<file path="src/rtl/instr_fetch_unit_if.sv">
// Fetch-unit bus: instruction-memory read port plus the decode-side valid/stall handshake.
// master = fetch unit, slave = memory/decode environment.
interface instr_fetch_unit_if;
  logic [31:0] instr_addr_o;
  logic [31:0] instr_data_i;
  logic        stall_i;
  logic        redirect_valid_i;
  logic [31:0] redirect_pc_i;
  logic        instr_valid_o;
  logic [31:0] instr_o;
  logic [31:0] pc_o;
  logic [31:0] pc_plus4_o;
  logic        fault_o;

  modport master (
    output instr_addr_o,
    input  instr_data_i,
    input  stall_i,
    input  redirect_valid_i,
    input  redirect_pc_i,
    output instr_valid_o,
    output instr_o,
    output pc_o,
    output pc_plus4_o,
    output fault_o
  );

  modport slave (
    input  instr_addr_o,
    output instr_data_i,
    output stall_i,
    output redirect_valid_i,
    output redirect_pc_i,
    input  instr_valid_o,
    input  instr_o,
    input  pc_o,
    input  pc_plus4_o,
    input  fault_o
  );
endinterface

</file>
<file path="src/rtl/instr_fetch_unit.sv">
// Instruction fetch unit: owns the PC, fetches from a single-cycle ROM, registers instructions for decode.
// Optional FETCH_PERF_CNT_EN adds fetch/stall performance counters.
module instr_fetch_unit #(
  parameter logic [31:0] RESET_PC             = 32'h0000_0000,
  parameter logic [31:0] INSTR_MEM_SIZE_BYTES = 32'd128
) (
  input  logic                      clk_i,
  input  logic                      rst_ni,
  instr_fetch_unit_if.master        bus
`ifdef FETCH_PERF_CNT_EN
  ,
  output logic [31:0]               fetch_cnt_o,
  output logic [31:0]               stall_cnt_o
`endif
);

  typedef enum logic {
    FETCH = 1'b0,
    HALT  = 1'b1
  } state_t;

  localparam logic [31:0] NOP = 32'h0000_0013;

  state_t      state_q;
  state_t      state_d;
  logic [31:0] pc_q;
  logic [31:0] instr_q;
  logic [31:0] pc_out_q;
  logic        valid_q;
  logic        bad;
  logic        in_fetch;
  logic        do_redirect;
  logic        do_stall;
  logic        do_fault;
  logic        do_take;

  // Redirect beats stall, stall beats the address fault, so a stalled bad PC waits.
  always_comb begin
    bad         = (pc_q[1:0] != 2'b00) || (pc_q >= INSTR_MEM_SIZE_BYTES);
    in_fetch    = (state_q == FETCH);
    do_redirect = in_fetch && bus.redirect_valid_i;
    do_stall    = in_fetch && !bus.redirect_valid_i && bus.stall_i;
    do_fault    = in_fetch && !bus.redirect_valid_i && !bus.stall_i && bad;
    do_take     = in_fetch && !bus.redirect_valid_i && !bus.stall_i && !bad;
  end

  always_ff @(posedge clk_i or negedge rst_ni) begin
    if (!rst_ni) begin
      state_q <= FETCH;
    end else begin
      state_q <= state_d;
    end
  end

  always_comb begin
    state_d = state_q;
    case (state_q)
      FETCH:   if (do_fault) state_d = HALT;
      HALT:    state_d = HALT;
      default: state_d = FETCH;
    endcase
  end

  always_comb begin
    bus.instr_addr_o  = pc_q;
    bus.instr_valid_o = valid_q;
    bus.instr_o       = instr_q;
    bus.pc_o          = pc_out_q;
    bus.pc_plus4_o    = pc_out_q + 32'd4;
    bus.fault_o       = (state_q == HALT);
  end

  // Datapath; in HALT nothing is enabled, which freezes pc_q and keeps valid low.
  always_ff @(posedge clk_i or negedge rst_ni) begin
    if (!rst_ni) begin
      pc_q     <= RESET_PC;
      instr_q  <= NOP;
      pc_out_q <= 32'h0000_0000;
      valid_q  <= 1'b0;
    end else if (do_redirect) begin
      pc_q    <= bus.redirect_pc_i;
      valid_q <= 1'b0;
    end else if (do_fault) begin
      valid_q <= 1'b0;
    end else if (do_take) begin
      instr_q  <= bus.instr_data_i;
      pc_out_q <= pc_q;
      valid_q  <= 1'b1;
      pc_q     <= pc_q + 32'd4;
    end
  end

`ifdef FETCH_PERF_CNT_EN
  always_ff @(posedge clk_i or negedge rst_ni) begin
    if (!rst_ni) begin
      fetch_cnt_o <= 32'd0;
      stall_cnt_o <= 32'd0;
    end else begin
      if (do_take)  fetch_cnt_o <= fetch_cnt_o + 32'd1;
      if (do_stall) stall_cnt_o <= stall_cnt_o + 32'd1;
    end
  end
`endif

endmodule

</file>
<file path="src/flat_wrapper.sv">
// flat-port wrapper written by rule: the top's interface ports become plain ports
module instr_fetch_unit_flat 
#(
  parameter logic [31:0] RESET_PC             = 32'h0000_0000,
  parameter logic [31:0] INSTR_MEM_SIZE_BYTES = 32'd128
)
  (clk_i, rst_ni, bus_instr_addr_o, bus_instr_data_i, bus_stall_i, bus_redirect_valid_i, bus_redirect_pc_i, bus_instr_valid_o, bus_instr_o, bus_pc_o, bus_pc_plus4_o, bus_fault_o);
  instr_fetch_unit_if bus_i ();
  input  logic clk_i;
  input  logic rst_ni;
  output wire logic [$bits(bus_i.instr_addr_o)-1:0] bus_instr_addr_o;
  input wire logic [$bits(bus_i.instr_data_i)-1:0] bus_instr_data_i;
  input wire logic [$bits(bus_i.stall_i)-1:0] bus_stall_i;
  input wire logic [$bits(bus_i.redirect_valid_i)-1:0] bus_redirect_valid_i;
  input wire logic [$bits(bus_i.redirect_pc_i)-1:0] bus_redirect_pc_i;
  output wire logic [$bits(bus_i.instr_valid_o)-1:0] bus_instr_valid_o;
  output wire logic [$bits(bus_i.instr_o)-1:0] bus_instr_o;
  output wire logic [$bits(bus_i.pc_o)-1:0] bus_pc_o;
  output wire logic [$bits(bus_i.pc_plus4_o)-1:0] bus_pc_plus4_o;
  output wire logic [$bits(bus_i.fault_o)-1:0] bus_fault_o;
  assign bus_instr_addr_o = bus_i.instr_addr_o;
  assign bus_i.instr_data_i = bus_instr_data_i;
  assign bus_i.stall_i = bus_stall_i;
  assign bus_i.redirect_valid_i = bus_redirect_valid_i;
  assign bus_i.redirect_pc_i = bus_redirect_pc_i;
  assign bus_instr_valid_o = bus_i.instr_valid_o;
  assign bus_instr_o = bus_i.instr_o;
  assign bus_pc_o = bus_i.pc_o;
  assign bus_pc_plus4_o = bus_i.pc_plus4_o;
  assign bus_fault_o = bus_i.fault_o;
  instr_fetch_unit #(.RESET_PC(RESET_PC), .INSTR_MEM_SIZE_BYTES(INSTR_MEM_SIZE_BYTES)) u_core (.clk_i(clk_i), .rst_ni(rst_ni), .bus(bus_i));
endmodule
</file>
<file path="config.mk">
export PLATFORM = sky130hd
export DESIGN_NAME = instr_fetch_unit_flat
export DESIGN_NICKNAME = d
export VERILOG_FILES = /design/src/rtl/instr_fetch_unit_if.sv /design/src/rtl/instr_fetch_unit.sv /design/src/flat_wrapper.sv
export SDC_FILE = /design/constraint.sdc
export NUM_CORES = 1
export LEC_CHECK = 0
export CAP_MARGIN = 20
export CORE_ASPECT_RATIO = 1.2
export CORE_MARGIN = 3
export CORE_UTILIZATION = 26
export CTS_BUF_LIST = sky130_fd_sc_hd__clkbuf_8
export DETAILED_ROUTE_END_ITERATION = 16
export PLACE_DENSITY = 0.66
export SLEW_MARGIN = 25
export SYNTH_ARGS = -nofsm -noshare
export SYNTH_HDL_FRONTEND = slang
export SYNTH_SLANG_ARGS = --single-unit
</file>
<file path="constraint.sdc">
create_clock -name clk_i -period 2.2 [get_ports clk_i]
set_input_delay 0.33 -clock clk_i [delete_from_list [all_inputs] [get_ports clk_i]]
set_output_delay 0.33 -clock clk_i [all_outputs]
set_load 0.02 [all_outputs]
</file>
# Word-level counts from Yosys, hierarchy flattened
# Index checks and enable logic that the tools add are counted.
# word_totals
regBits,98
in_bits,68
out_inout_bits,130
elab_cells,34
# op_classes
add_sub_neg,2
order_cmp,1
n_eq_ne,1
mux,8
n_bitwise,3
reduce_logical,14
# op_table
op,count
$mux 32,3
$add 32x3->32 const B,2
$ge 32x8->1 const B,1
$logic_and 1x1->1,5
$mux 1,4
$reduce_bool 2->1,2
$logic_not 1->1,3
$not 1->1,3
$reduce_and 3->1,1
$reduce_bool 3->1,1
$ne 2x1->1 const B,1
$pmux 1 s2,1
$reduce_and 2->1,1
$logic_or 1x1->1,1

# Longest topological paths before layout
# depth
word_depth,7
mapped_depth,6

# Worst setup path before layout
# Ideal clock, no wire load.
# synth_timing
path_type,reg-to-output
startpoint,"register u_core.pc_out_q[9], in the netlist u_core.bus.pc_o[9]"
endpoint,output port bus_pc_plus4_o[26]
t_arrival_ns,1.951
slack_ns,-0.081
stages_incl_launch_ff,7
path_buffers,2
cell_sequence,dfrtp_1 and4_1 and4_1 clkbuf_1 clkbuf_1 nand4_1 xnor2_1
# synth_between
elab_chain_len,1
# synth_lines
item,line,rtl
from (decl),instr_fetch_unit.sv:28,logic [31:0] pc_out_q;
from (signal assigned),instr_fetch_unit.sv:87,pc_out_q <= pc_q;
$add 32x3->32,instr_fetch_unit.sv:69,bus.pc_plus4_o = pc_out_q + 32'd4;
to (decl),flat_wrapper.sv:19,output wire logic [$bits(bus_i.pc_plus4_o)-1:0] bus_pc_plus4_o;
# Every way passes these cells.

# Final worst setup path
# layout_timing
startpoint,"register u_core.pc_out_q[3], in the netlist u_core.bus.pc_o[3]"
endpoint,output port bus_pc_plus4_o[26]
# Same word-level chain as after synthesis.

==> flow_metrics.tcl <==
set metrics [dict create \
    worst_pin_slew_ns 0.500 \
    regArea_sq_um 2460 \
    vias 3794 \
    synth_nets 465 \
    place_ws_ns -0.0186 \
    vias_per_cell 4.47 \
    rows 51 \
    critical-path-slowest-cell "dfrtp_1" \
    seq_area_frac_synth_pct 56.6 \
    fin_util_pct 43.6 \
    ys_warn_count 0 \
    die_h_um 148 \
    synth_top_area_share_pct 54.7 \
    power.density_nw_per_um2 491 \
    antenna_found_initial 0 \
    path_delay_family "simple AND/OR/NAND/NOR gates" \
    slew_headroom_pct 66.6 \
    cts_buffer_depth 2 \
    critPathLaunchType "flip-flop" \
    root_buffer "clkbuf_8" \
    peakVddDrop_mv 0.332 \
    async_flop_share_pct 100 \
    routed_wl_um 12700 \
    path_clk_slew_ns 0.10 \
    post_drt_wl_per_cell_um 15.0 \
    drc 0 \
    ios 198 \
    synth_enable_flop_cells 0 \
    path_buf_inv 2 \
    critPathKind "reg -> out" \
    diodes 0 \
    path_cells "ha_2, nand3_4, nor2_4, buf_6, nand4_1, xnor2_2, buf_4" \
    place.gp.congestion 0.792 \
    numCtsBuffers 9 \
    mappedNetlistArea_sq_um 4340 \
    clock_latency_ns 0.36 \
    finalCritPeriodShare_pct 97.5 \
    first_pass_iters 4 \
    setup_tns_ns 0 \
    min_period_ns 2.15 \
    cts_tree "built" \
    area_growth_pct 64.1 \
    finalWorstSetupSlack_ns 0.0544 \
    p_leak_nw 3.40 \
    rsz0062_at_grt "yes" \
    synth_seq_cells 98 \
    wl_met1_um 5280 \
    hold_viol 0 \
    slew_viol_final 0 \
    crit_arrival_ns 1.82 \
    design.core.area_sq_um 16300 \
    cts_sinks 98 \
    status "completed" \
    overflow 0 \
    multi_input_area_sq_um 1830 \
    grt_first_pass_wirelength_um 20000 \
    numPortBuffers 197 \
    top_layer_used "met4" \
    initial_core_util_pct 26.6 \
    cts_max_level 3 \
    crit_fanout 6 \
    nFillCells 1560 \
    ys_types 40 \
    ant_nets 0 \
    synth_top_cell_by_area "dfrtp_1" \
    syn_avg_cell_area_sq_um 11.0 \
    max_clock_freq_mhz 466 \
    drt_iter0_drc 113 \
    syn_inst 394 \
    place_hpwl_um 9660 \
    grt_max_degree 56 \
    max-cap-violations 0 \
    nets 702 \
    grt_usage_pct 13.8 \
    first_global_vias 3968 \
    critPathMaxStageDelay_ns 0.38 \
    dieWidth_um 124 \
    dieArea_sq_um 18300 \
    layout-drive-gt1-share_pct 23.1 \
    wl_met2_um 6110 \
    synth_flop_cell "dfrtp_1" \
    setup_viol 0 \
    hp-class "in -> async" \
    crit_required_ns 1.87 \
    ys_top_cells_by_area "dfrtp_1 (55%), mux2_2 (9.1%), nand2_1 (8.0%), xnor2_1 (4.8%), nor2b_1 (4.0%)" \
    cp-end-kind "output port" \
    wl_met3_um 1040 \
    fin_worst_skew_ns 0.00867 \
    power.total_w 0.00350 \
]
-- worst paths after layout --
path	startpoint	to	slack [ns]	cells after the start
worst max-delay path	u_core.bus.pc_o[3]	bus_pc_plus4_o[26]	0.05	7
worst min-delay path	rst_ni	u_core.bus.instr_o[6]	0.47	2
worst max register to register	u_core.bus.instr_addr_o[19]	u_core.bus.instr_o[23]	0.07	5
worst min register to register	u_core.bus.instr_o[5]	u_core.bus.instr_o[5]	0.49	1
max in group asynchronous	rst_ni	u_core.bus.pc_o[4]	1.03	3
min in group clk_i	bus_redirect_pc_i[16]	u_core.bus.instr_addr_o[16]	0.48	3
-- cell families after synthesis --
logic type / Yosys count / synth area share [%]
adders and majority gates: 3 / 0.864
buffers and inverters: 28 / 3.49
DFF: 98 / 56.6
muxes: 37 / 9.57
and+or+nand+nor: 188 / 21.7
xor gates and xnor gates: 28 / 5.65
AOI/OAI and AO/OA: 12 / 2.16
-- worst register-to-register path: cells and delay by family (launching register included) --
kind / cells / cell delay (ns)
and+or+nand+nor: 3 / 0.93
muxes: 1 / 0.42
DFF: 1 / 0.41
buffers and inverters: 1 / 0.26
-- synthesized netlist by cell type (all sizes together) (2+ instances only) --
master  count
nor2b      28
nand4      10
nor4        6
dfstp       3
inv         5
clkbuf     15
or3         4
nand2      92
and4        5
nor3        4
ha          3
xnor2      24
o211ai      3
a221o       2
buf         8
xor2        4
mux2       36
and3        6
and2        2
nand3      14
nand4b      3
dfrtp      95
a21oi       2
nor2        9
-- registers in the layout, summed over array words and instances (netlist names) --
register / cells
u_core.bus.instr_addr_o: 32
u_core.bus.instr_o: 32
u_core.bus.pc_o: 32
u_core.bus.fault_o: 1
u_core.bus.instr_valid_o: 1
-- power breakdown --
part | switching (W) | internal (W)
clock network | 0.000638 | 0.000674
registers | 0.0000302 | 0.00183
logic | 0.000137 | 0.000191
-- timing repair --
action / CTS / global route
hold buffers: 1 / 0
pin swaps: 1 / 6
endpoints found under the setup margin: 28 / 22
cloned: 0 / 1
gates resized for setup: 114 / 37
endpoints found under the hold margin: 33 / 0
setup buffers: 0 / 1
-- metal layers --
metal	global-route usage [%]	up-vias
met5	0	-
met4	5.37	0
met3	3.75	19
met2	23.4	156
met1	16.6	1816
li1	-	1803
-- through the flow --
stage          std cells  instance area, sq um  hold WS (ns)
6_report             848                  7130         0.469
5_1_grt              848                  7130         0.470
4_1_cts              846                  7020         0.450
3_5_place_dp         829                  6880         0.337
3_3_place_gp         829                  6880         0.326
2_1_floorplan        394                  4370        0.0344
-- cell usage in the layout (no fill, tap or decap), types with 2 or more instances in the layout --
cell	instances
clkdlybuf4s50_1	168
dfrtp_1	95
nand2_1	92
buf_4	64
mux2_2	35
nor2b_1	27
xnor2_1	18
nand3_1	12
nand4_1	10
clkbuf_8	10
nor2_1	8
and3_1	6
xnor2_2	6
buf_2	6
inv_1	5
nor4_1	5
xor2_1	4
or3_1	4
and4_1	3
nor3_1	3
o211ai_1	3
dlygate4sd2_1	3
buf_12	3
dfstp_2	3
and4_4	2
nand4b_1	2
a21oi_1	2
and2_1	2
a221o_1	2
ha_1	2
clkinv_4	2
bufinv_16	2
buf_6	2
-- area by class of cell --
| class | instances | share of cell area (%) |
|---|---|---|
| flip-flops and latches | 98 | 34.5 |
| repair buffers | 249 | 32.7 |
| multi-input cells | 268 | 25.7 |
| well taps | 212 | 3.72 |
| clock buffers | 10 | 1.93 |
| clock inverters | 6 | 1.26 |
| inverters | 5 | 0.263 |
Note: power is estimated with default switching activity, not from simulation.
